### src/rtl/uart_tx_arb_pkg.sv
// Shared definitions for the UART transmit arbiter.
//   - arb_state_e : FSM state encoding (IDLE, HDR, SEND, WAIT_HI, WAIT_LO)
//   - BYTE_W      : width of one transmitted byte
//   - rr_pick()   : rotate-priority pick returning a one-hot winner (up to 8 requesters)
package uart_tx_arb_pkg;

    localparam int unsigned BYTE_W = 8;

    typedef enum logic [2:0] {
        StIdle   = 3'd0,
        StHdr    = 3'd1,
        StSend   = 3'd2,
        StWaitHi = 3'd3,
        StWaitLo = 3'd4
    } arb_state_e;

    // First set bit of valid searching upward from ptr+1, wrapping at n.
    // Bits at or above n are never returned.
    function automatic logic [7:0] rr_pick(input logic [7:0] valid, input logic [2:0] ptr,
                                           input logic [3:0] n);
        logic [7:0] pick;
        logic       found;
        logic [2:0] idx;
        pick  = '0;
        found = 1'b0;
        for (int k = 1; k <= 8; k++) begin
            if (n != 4'd0 && k <= int'(n)) begin
                idx = 3'((int'(ptr) + k) % int'(n));
                if (!found && valid[idx]) begin
                    pick[idx] = 1'b1;
                    found     = 1'b1;
                end
            end
        end
        return pick;
    endfunction

endpackage

### src/rtl/rr_picker.sv
// Combinational rotate-priority encoder.
//   i_valid : per-requester request bits
//   i_ptr   : index of the previous winner; search starts at i_ptr+1
//   o_grant : one-hot winner, zero when nothing is valid
module rr_picker
    import uart_tx_arb_pkg::*;
#(
    parameter int unsigned N_REQ = 2
) (
    input  logic [N_REQ-1:0] i_valid,
    input  logic [2:0]       i_ptr,
    output logic [N_REQ-1:0] o_grant
);

    logic [7:0] w_valid_ext;
    logic [7:0] w_pick;
    logic       w_unused_pick;

    always_comb begin
        w_valid_ext              = '0;
        w_valid_ext[N_REQ-1:0]   = i_valid;
    end

    assign w_pick        = rr_pick(w_valid_ext, i_ptr, 4'(N_REQ));
    assign o_grant       = w_pick[N_REQ-1:0];
    // Upper bits are always zero for N_REQ < 8.
    assign w_unused_pick = ^w_pick;

endmodule

### src/rtl/uart_tx_arbiter.sv
// Round-robin, packet-locking arbiter sharing one UART transmitter among N_REQ byte streams.
// A winner keeps the transmitter until it sends a byte flagged last or stalls for STALL_CYCLES.
// Optional build macro UART_TX_ARB_HEADER_EN: each grant first sends {HDR_TAG, index}.
// Ports:
//   Clk_100M, Reset  : clock and synchronous active-high reset
//   req_valid/data/last : per-requester byte offer (data packed 8 bits per requester)
//   req_ack          : one-cycle pulse when a requester's byte is taken
//   grant            : one-hot current owner, zero when idle
//   stall_abort      : one-cycle pulse when a grant is revoked by timeout
//   Tx_Data/Tx_Send  : byte and send strobe to UART_Sender
//   Tx_Busy          : UART_Sender busy status
module uart_tx_arbiter
    import uart_tx_arb_pkg::*;
#(
    parameter int unsigned N_REQ        = 2,
    parameter logic [15:0] STALL_CYCLES = 16'd50000,
    parameter logic [4:0]  HDR_TAG      = 5'h15
) (
    input  logic                      Clk_100M,
    input  logic                      Reset,
    input  logic [N_REQ-1:0]          req_valid,
    input  logic [BYTE_W*N_REQ-1:0]   req_data,
    input  logic [N_REQ-1:0]          req_last,
    output logic [N_REQ-1:0]          req_ack,
    output logic [N_REQ-1:0]          grant,
    output logic                      stall_abort,
    output logic [BYTE_W-1:0]         Tx_Data,
    output logic                      Tx_Send,
    input  logic                      Tx_Busy
);

    localparam logic [15:0] StallLimit = STALL_CYCLES - 16'd1;

    arb_state_e          r_state, w_state_d;
    logic [N_REQ-1:0]    r_grant, w_grant_d;
    logic [2:0]          r_gidx, w_gidx_d;
    logic [2:0]          r_ptr, w_ptr_d;
    logic                r_last, w_last_d;
    logic [15:0]         r_cnt, w_cnt_d;
    logic [BYTE_W-1:0]   r_tx_data, w_tx_data_d;
    logic                r_tx_send, w_tx_send_d;
    logic [N_REQ-1:0]    r_ack, w_ack_d;
    logic                r_abort, w_abort_d;

    logic [N_REQ-1:0]    w_pick;
    logic [2:0]          w_pick_idx;
    logic                w_sel_valid;
    logic                w_sel_last;
    logic [BYTE_W-1:0]   w_sel_data;
    logic [BYTE_W-1:0]   w_hdr_byte;

    rr_picker #(
        .N_REQ (N_REQ)
    ) u_picker (
        .i_valid (req_valid),
        .i_ptr   (r_ptr),
        .o_grant (w_pick)
    );

    // Index of the one-hot pick, and the owner's request selected by the one-hot grant.
    always_comb begin
        w_pick_idx  = '0;
        w_sel_valid = 1'b0;
        w_sel_last  = 1'b0;
        w_sel_data  = '0;
        for (int i = 0; i < int'(N_REQ); i++) begin
            if (w_pick[i]) begin
                w_pick_idx = 3'(i);
            end
            if (r_grant[i]) begin
                w_sel_valid = req_valid[i];
                w_sel_last  = req_last[i];
                w_sel_data  = req_data[BYTE_W*i +: BYTE_W];
            end
        end
    end

    assign w_hdr_byte = {HDR_TAG, r_gidx};

`ifndef UART_TX_ARB_HEADER_EN
    logic w_unused_hdr;
    assign w_unused_hdr = ^w_hdr_byte;
`endif

    // State register
    always_ff @(posedge Clk_100M) begin
        if (Reset) begin
            r_state   <= StIdle;
            r_grant   <= '0;
            r_gidx    <= '0;
            r_ptr     <= '0;
            r_last    <= 1'b0;
            r_cnt     <= '0;
            r_tx_data <= '0;
            r_tx_send <= 1'b0;
            r_ack     <= '0;
            r_abort   <= 1'b0;
        end else begin
            r_state   <= w_state_d;
            r_grant   <= w_grant_d;
            r_gidx    <= w_gidx_d;
            r_ptr     <= w_ptr_d;
            r_last    <= w_last_d;
            r_cnt     <= w_cnt_d;
            r_tx_data <= w_tx_data_d;
            r_tx_send <= w_tx_send_d;
            r_ack     <= w_ack_d;
            r_abort   <= w_abort_d;
        end
    end

    // Next-state logic
    always_comb begin
        w_state_d   = r_state;
        w_grant_d   = r_grant;
        w_gidx_d    = r_gidx;
        w_ptr_d     = r_ptr;
        w_last_d    = r_last;
        w_cnt_d     = r_cnt;
        w_tx_data_d = r_tx_data;
        w_tx_send_d = 1'b0;
        w_ack_d     = '0;
        w_abort_d   = 1'b0;
        unique case (r_state)
            StIdle: begin
                if (|req_valid) begin
                    w_grant_d = w_pick;
                    w_gidx_d  = w_pick_idx;
                    w_cnt_d   = '0;
`ifdef UART_TX_ARB_HEADER_EN
                    w_state_d = StHdr;
`else
                    w_state_d = StSend;
`endif
                end
            end
`ifdef UART_TX_ARB_HEADER_EN
            StHdr: begin
                if (!Tx_Busy) begin
                    w_tx_data_d = w_hdr_byte;
                    w_tx_send_d = 1'b1;
                    w_last_d    = 1'b0;
                    w_state_d   = StWaitHi;
                end
            end
`endif
            StSend: begin
                if (w_sel_valid && !Tx_Busy) begin
                    w_tx_data_d = w_sel_data;
                    w_tx_send_d = 1'b1;
                    w_ack_d     = r_grant;
                    w_last_d    = w_sel_last;
                    w_cnt_d     = '0;
                    w_state_d   = StWaitHi;
                end else if (!w_sel_valid) begin
                    if (r_cnt >= StallLimit) begin
                        w_abort_d = 1'b1;
                        w_grant_d = '0;
                        w_ptr_d   = r_gidx;
                        w_cnt_d   = '0;
                        w_state_d = StIdle;
                    end else if (r_cnt != 16'hFFFF) begin
                        w_cnt_d = r_cnt + 16'd1;
                    end
                end
            end
            StWaitHi: begin
                // Keep the strobe up until the sender acknowledges by going busy.
                if (Tx_Busy) begin
                    w_state_d = StWaitLo;
                end else begin
                    w_tx_send_d = 1'b1;
                end
            end
            StWaitLo: begin
                if (!Tx_Busy) begin
                    if (r_last) begin
                        w_grant_d = '0;
                        w_ptr_d   = r_gidx;
                        w_state_d = StIdle;
                    end else begin
                        w_state_d = StSend;
                    end
                end
            end
            default: begin
                w_state_d = StIdle;
            end
        endcase
    end

    // Outputs (all registered)
    always_comb begin
        Tx_Data     = r_tx_data;
        Tx_Send     = r_tx_send;
        req_ack     = r_ack;
        grant       = r_grant;
        stall_abort = r_abort;
    end

endmodule
### config.mk
export PLATFORM = sky130hd
export DESIGN_NAME = uart_tx_arbiter
export DESIGN_NICKNAME = d
export VERILOG_FILES = /design/src/rtl/uart_tx_arb_pkg.sv /design/src/rtl/rr_picker.sv /design/src/rtl/uart_tx_arbiter.sv
export SDC_FILE = /design/constraint.sdc
export NUM_CORES = 1
export LEC_CHECK = 0
export ABC_AREA = 1
export CAP_MARGIN = 25
export CORE_ASPECT_RATIO = 1.5
export CORE_MARGIN = 4
export CORE_UTILIZATION = 46
export CTS_CLUSTER_DIAMETER = 50
export DETAILED_ROUTE_END_ITERATION = 12
export GPL_TIMING_DRIVEN = 0
export PLACE_DENSITY = 0.75
export SLEW_MARGIN = 0
export SYNTH_ARGS = -nofsm -noshare
export SYNTH_HDL_FRONTEND = slang
export SYNTH_SLANG_ARGS = --single-unit
### constraint.sdc
create_clock -name Clk_100M -period 1.4 [get_ports Clk_100M]
set_clock_uncertainty 0.05 [all_clocks]
set_input_delay 0.28 -clock Clk_100M [delete_from_list [all_inputs] [get_ports Clk_100M]]
set_output_delay 0.28 -clock Clk_100M [all_outputs]
set_load 0.005 [all_outputs]
**Yosys cells after proc, flatten, opt, wreduce, memory -nomap -nowiden**

Index checks and enable logic that the tools add are counted.

- Flip-flop bits (word level): 36
- ROM bits: 0
- Memories kept: 0
- Bits in latches: 0
- Bits in writable memories: 0
- Word-level logic and storage cells: 105

- Bitwise gates (word level): 5
- Reductions and logical operators: 19
- Magnitude comparators: 5
- Multiplexer cells: 49
- $add $sub $neg: 3
- Eq/ne operators: 14
- Multiply operators: 0
- Shift-type cells: 0
- Div/mod/pow operators: 0

Operators with widths:

| cell | count |
|---|---|
| $mux 16 | 5 |
| $pmux 16 s2 | 1 |
| $mux 1 | 18 |
| $mux 2 | 9 |
| $mux 3 | 6 |
| $add 16x1->16 const B | 1 |
| $ge 16x16->1 const B | 1 |
| $mux 8 | 2 |
| $ne 16x16->1 const B | 1 |
| $ne 2x2->1 const B | 7 |
| $pmux 3 s4 | 1 |
| $lt 3x4->1 const B | 2 |
| $reduce_and 7->1 | 1 |
| $eq 3x2->1 const B | 2 |
| $ge 3x1->1 const B | 2 |
| $ne 3x3->1 const B | 2 |
| $pmux 2 s3 | 1 |
| $reduce_and 6->1 | 1 |
| $reduce_and 5->1 | 1 |
| $bmux 1 s2 | 2 |
| $demux 1 s2 | 2 |
| $logic_and 1x1->1 | 4 |
| $ne 4x4->1 const B | 1 |
| $pmux 1 s2 | 2 |
| 14 further kinds | 20 |

**Logic depth before layout (Yosys ltp)**

- Word-level depth: 11
- Gate-level depth with buffers: 11
- Gate-level depth less buffers: 11

**Cells and area by module**

A second synthesis with hierarchy kept.

- Cells, all modules: 290
- Area, all modules: 1926.8 um^2

By module, submodules not included:

| module | area an instance (um^2) | instances | cells each |
|---|---|---|---|
| uart_tx_arbiter | 1906.8 | 1 | 285 |
| rr_picker | 20.0 | 1 | 5 |

**Worst setup path before layout**

OpenSTA, ideal clock, no wires.

- Path kind: flip-flop to flip-flop
- From: register r_state[0]
- To: register r_cnt[11]
- Data arrival time: 1.236 ns
- Clock period less this slack: 1.402 ns
- Library setup time: 0.117 ns
- Stages on the path, launching flop included: 8
- Setup slack: -0.002 ns
- Path through: dfxtp_1 nor3_4 nand3_2 nand3_4 inv_4 buf_6 a31oi_1 nor2_1

- Word-level cells in the longest chain between the ends: 3

RTL lines:

| item | RTL line | text |
|---|---|---|
| from (decl) | uart_tx_arbiter.sv:34 | `arb_state_e r_state, w_state_d;` |
| from (signal assigned) | uart_tx_arbiter.sv:88 | `r_state <= StIdle;` |
| from (signal assigned) | uart_tx_arbiter.sv:99 | `r_state <= w_state_d;` |
| $eq 3x2->1 / $logic_not 3->1 (equally long branches) | uart_tx_arbiter.sv:124 | `unique case (r_state)` |
| $ne 4x4->1 (no line) (tied with other cells) | -- |  |
| $reduce_and 4->1 (no line) | -- |  |
| to (signal assigned) | uart_tx_arbiter.sv:104 | `r_cnt <= w_cnt_d;` |
| to (decl) | uart_tx_arbiter.sv:39 | `logic [15:0] r_cnt, w_cnt_d;` |

Parallel ways exist; a longest one is shown, timed or not.
A chain may end at the register's enable or synchronous reset.

**Worst setup path after layout**

- From: register r_cnt[0]
- To: register r_cnt[7]

- Word-level cells in the longest chain between the ends: 6

RTL lines:

| item | RTL line | text |
|---|---|---|
| $add 16x1->16 | uart_tx_arbiter.sv:163 | `w_cnt_d = r_cnt + 16'd1;` |
| $mux 16 | uart_tx_arbiter.sv:162 | `end else if (r_cnt != 16'hFFFF) begin` |
| $mux 16 | uart_tx_arbiter.sv:156 | `if (r_cnt >= StallLimit) begin` |
| $mux 16 | uart_tx_arbiter.sv:155 | `end else if (!w_sel_valid) begin` |
| $mux 16 | uart_tx_arbiter.sv:148 | `if (w_sel_valid && !Tx_Busy) begin` |
| $pmux 16 s2 | uart_tx_arbiter.sv:124 |  |

Parallel ways exist; a longest one is shown, timed or not. The select of a mux whose other input is x is not followed.

==> impl_metrics.env <==
export IMPL_status="complete, but fails checks"
export IMPL_violations="negative setup slack"
export IMPL_period_needed_ns=1.606
export IMPL_finalSetupViolCount=32
export IMPL_place_area_um2=2307
export IMPL_cp_top_family="simple AND/OR/NAND/NOR gates"
export IMPL_grt_use_met2_pct=42.13
export IMPL_overflow=0
export IMPL_netlist_area_um2=1901
export IMPL_tritoncts="yes"
export IMPL_critPathCapture="r_cnt[7]"
export IMPL_fin_util_pct=69.66
export IMPL_max_freq_mhz=622.6
export IMPL_drv_cap=0
export IMPL_busiest_layer="met2"
export IMPL_final_setup_worst_slack_ns=-0.2061
export IMPL_synth_largest_area_cell="dfxtp_1"
export IMPL_dp_hpwl_mm=3.651
export IMPL_dr_pass1_iters=7
export IMPL_drt_iter0_markers=152
export IMPL_vias_per_cell=5.586
export IMPL_slew_violations=0
export IMPL_cts_hold_buf=0
export IMPL_layout_drive_gt1_share_pct=25.58
export IMPL_die_y_um=86.73
export IMPL_finalPower_mw=2.612
export IMPL_io_buffers=35
export IMPL_r2r_end="r_cnt[7]"
export IMPL_syn_inst=280
export IMPL_vias=2173
export IMPL_startpoint="r_cnt[0]"
export IMPL_rsz0062_at_grt="true"
export IMPL_crit_required_ns=1.58
export IMPL_synth_top_area_share_pct=37.92
export IMPL_dpl_worst_slack_ns=-0.5905
export IMPL_gp_congestion=0.8560
export IMPL_area_growth_synth_to_final_pct=45.10
export IMPL_ios=37
export IMPL_place_inst=360
export IMPL_cp_depth=8
export IMPL_path_common_cell="nand3_2"
export IMPL_grt_pass1_wl_mm=9.032
export IMPL_drc=0
export IMPL_crit_type="reg -> reg"
export IMPL_cts_root_buf="clkbuf_8"
export IMPL_initial_core_util_pct=48.01
export IMPL_cts_inserted_buffers=5
export IMPL_critical_path_cell_chain="ha_4, nand3_2, nand3_2, nand2_2, nand4_1, buf_6, o21ai_2, and3_1"
export IMPL_n_antenna_cell=0
export IMPL_tightest_slew_ns=0.5646
export IMPL_clkLatencyLatePin_ns=0.30
export IMPL_wl_mm=5.701
export IMPL_synthTopCellsByArea="dfxtp_1 (38%), nand2_1 (10%), a21oi_1 (7.9%)"
export IMPL_grt_max_degree=11
export IMPL_final_cell_mix="nand2_1 (50), nor2_1 (31), a21oi_1 (28)"
export IMPL_final_area_um2=2758
export IMPL_cts_sinks=36
export IMPL_synth_seq_area_share_pct=37.92
export IMPL_cts_max_level=2
export IMPL_floorplan_die_area_um2=5245
export IMPL_synth_area_per_cell_um2=6.788
export IMPL_final_common_cell="nand2_1"
export IMPL_crit_buf_inv=1
export IMPL_cpMaxStageDelayCell="dfxtp_2"
export IMPL_synth_warnings=0
export IMPL_hold_class="in -> reg"
export IMPL_cp_slowest_stage_delay_ns=0.35
export IMPL_ff2ff_path_depth=8
export IMPL_ant_nets=0
export IMPL_drt_wirelength_per_cell_um=14.66
export IMPL_power_per_cell_area_nw_per_um2=947.1
export IMPL_slew_headroom_pct=62.36
export IMPL_finalHoldViolations=0
export IMPL_antenna_found_initial=0
export IMPL_grtUsageMet3_pct=5.812
export IMPL_grt_pass1_vias=2145
export IMPL_finalNonFillerCells=389
export IMPL_critPathMaxFanout=5
export IMPL_start_kind="flop"
export IMPL_reg2reg_slack_ns=-0.21
export IMPL_crit_path_end_kind="flop"
export IMPL_ys_ff_latch=36
export IMPL_grt_use_met1_pct=21.58
export IMPL_clk_path_buf_depth=2
export IMPL_rr_startpoint="r_cnt[0]"
export IMPL_cp_data_arrival_time_ns=1.79
export IMPL_tns_ns=-3.334
export IMPL_fin_crit_sh_pct=114.7
export IMPL_core_um2=3959
export IMPL_num_rows=28
export IMPL_chipWidth_um=60.48
export IMPL_grt_usage_pct=22.67
export IMPL_synth_cell_types=30
export IMPL_fin_hold_ws_ns=0.3415
export IMPL_p_leak_nw=1.156
export IMPL_clk_pin_slew_ns=0.07
export IMPL_peakVddDrop_v=0.0006715
export IMPL_nets=368
export IMPL_syn_nets=304
==> cell type report <==
cell class              count  area, um2
clock inverters             1      5.005
clock buffers               6      72.57
well taps                  45      56.30
repair buffers             58      526.8
multi-input cells         205       1174
plain buffers               9      71.32
fillers                   326       1201
flip-flops and latches     36      738.2
inverters                  29      113.9
==> state kept, by name, indices dropped and copies added (netlist names) <==
name / count
Tx_Send: 1
r_state: 3
Tx_Data: 8
r_ptr: 1
grant: 2
req_ack: 2
r_last: 1
r_gidx: 1
r_cnt: 16
stall_abort: 1
==> synthesized netlist by cell type <==
cell type	n
a21oi_1	30
a22oi_1	9
a31oi_1	1
and3_1	2
buf_2	4
buf_4	1
buf_6	1
clkbuf_1	4
dfxtp_1	36
ha_1	1
inv_1	24
inv_2	4
inv_4	1
nand2_1	52
nand2_2	1
nand3_1	20
nand3_2	2
nand3_4	1
nand3b_1	1
nand4_1	6
nor2_1	38
nor2_2	2
nor2_4	1
nor3_1	9
nor3_4	1
nor4_1	1
o21ai_0	21
o21ai_1	2
or2_2	1
xor2_1	3
==> worst min-delay path by stage <==
| stage | start | end | cells past startpoint |
|---|---|---|---|
| 2_1_floorplan | r_ptr[0] | r_ptr[0] | 2 |
| 3_3_place_gp | r_ptr[0] | r_ptr[0] | 2 |
| 3_5_place_dp | r_ptr[0] | r_ptr[0] | 2 |
| 4_1_cts | Reset | r_cnt[12] | 2 |
| 5_1_grt | Reset | r_cnt[13] | 2 |
| 6_report | Reset | r_cnt[13] | 2 |
==> per-layer routing <==
metal / vias to the layer above / wire [um]
met4: 0 / 250
met3: 23 / 346
met1: 993 / 2061
li1: 1063 / -
met2: 94 / 3043
met5: - / 0
==> kinds of logic (layout without fill, tap and decap cells) <==
| kind of cell | count (synthesis) | after routing | synth area share, % |
|---|---|---|---|
| AND/OR/NAND/NOR | 138 | 138 | 33.51 |
| AO/OA/AOI/OAI | 63 | 63 | 17.84 |
| buffers and inverters | 39 | 103 | 8.690 |
| flip-flops | 36 | 36 | 37.92 |
| XOR/XNOR | 3 | 3 | 1.383 |
| adder cells (fa/ha/maj) | 1 | 1 | 0.6582 |
==> power breakdown <==
group	internal, mW	switching, mW
sequential	1.07	0.0440
combinational	0.360	0.419
clock	0.338	0.376
==> what timing repair did <==
action | CTS | global route
pin swaps | 15 | 4
gates cloned | 2 | 2
resized for setup | 64 | 20
buffers inserted | 15 | 4
endpoints found under the setup margin | 47 | 33
(Power assumes the default switching activity.)
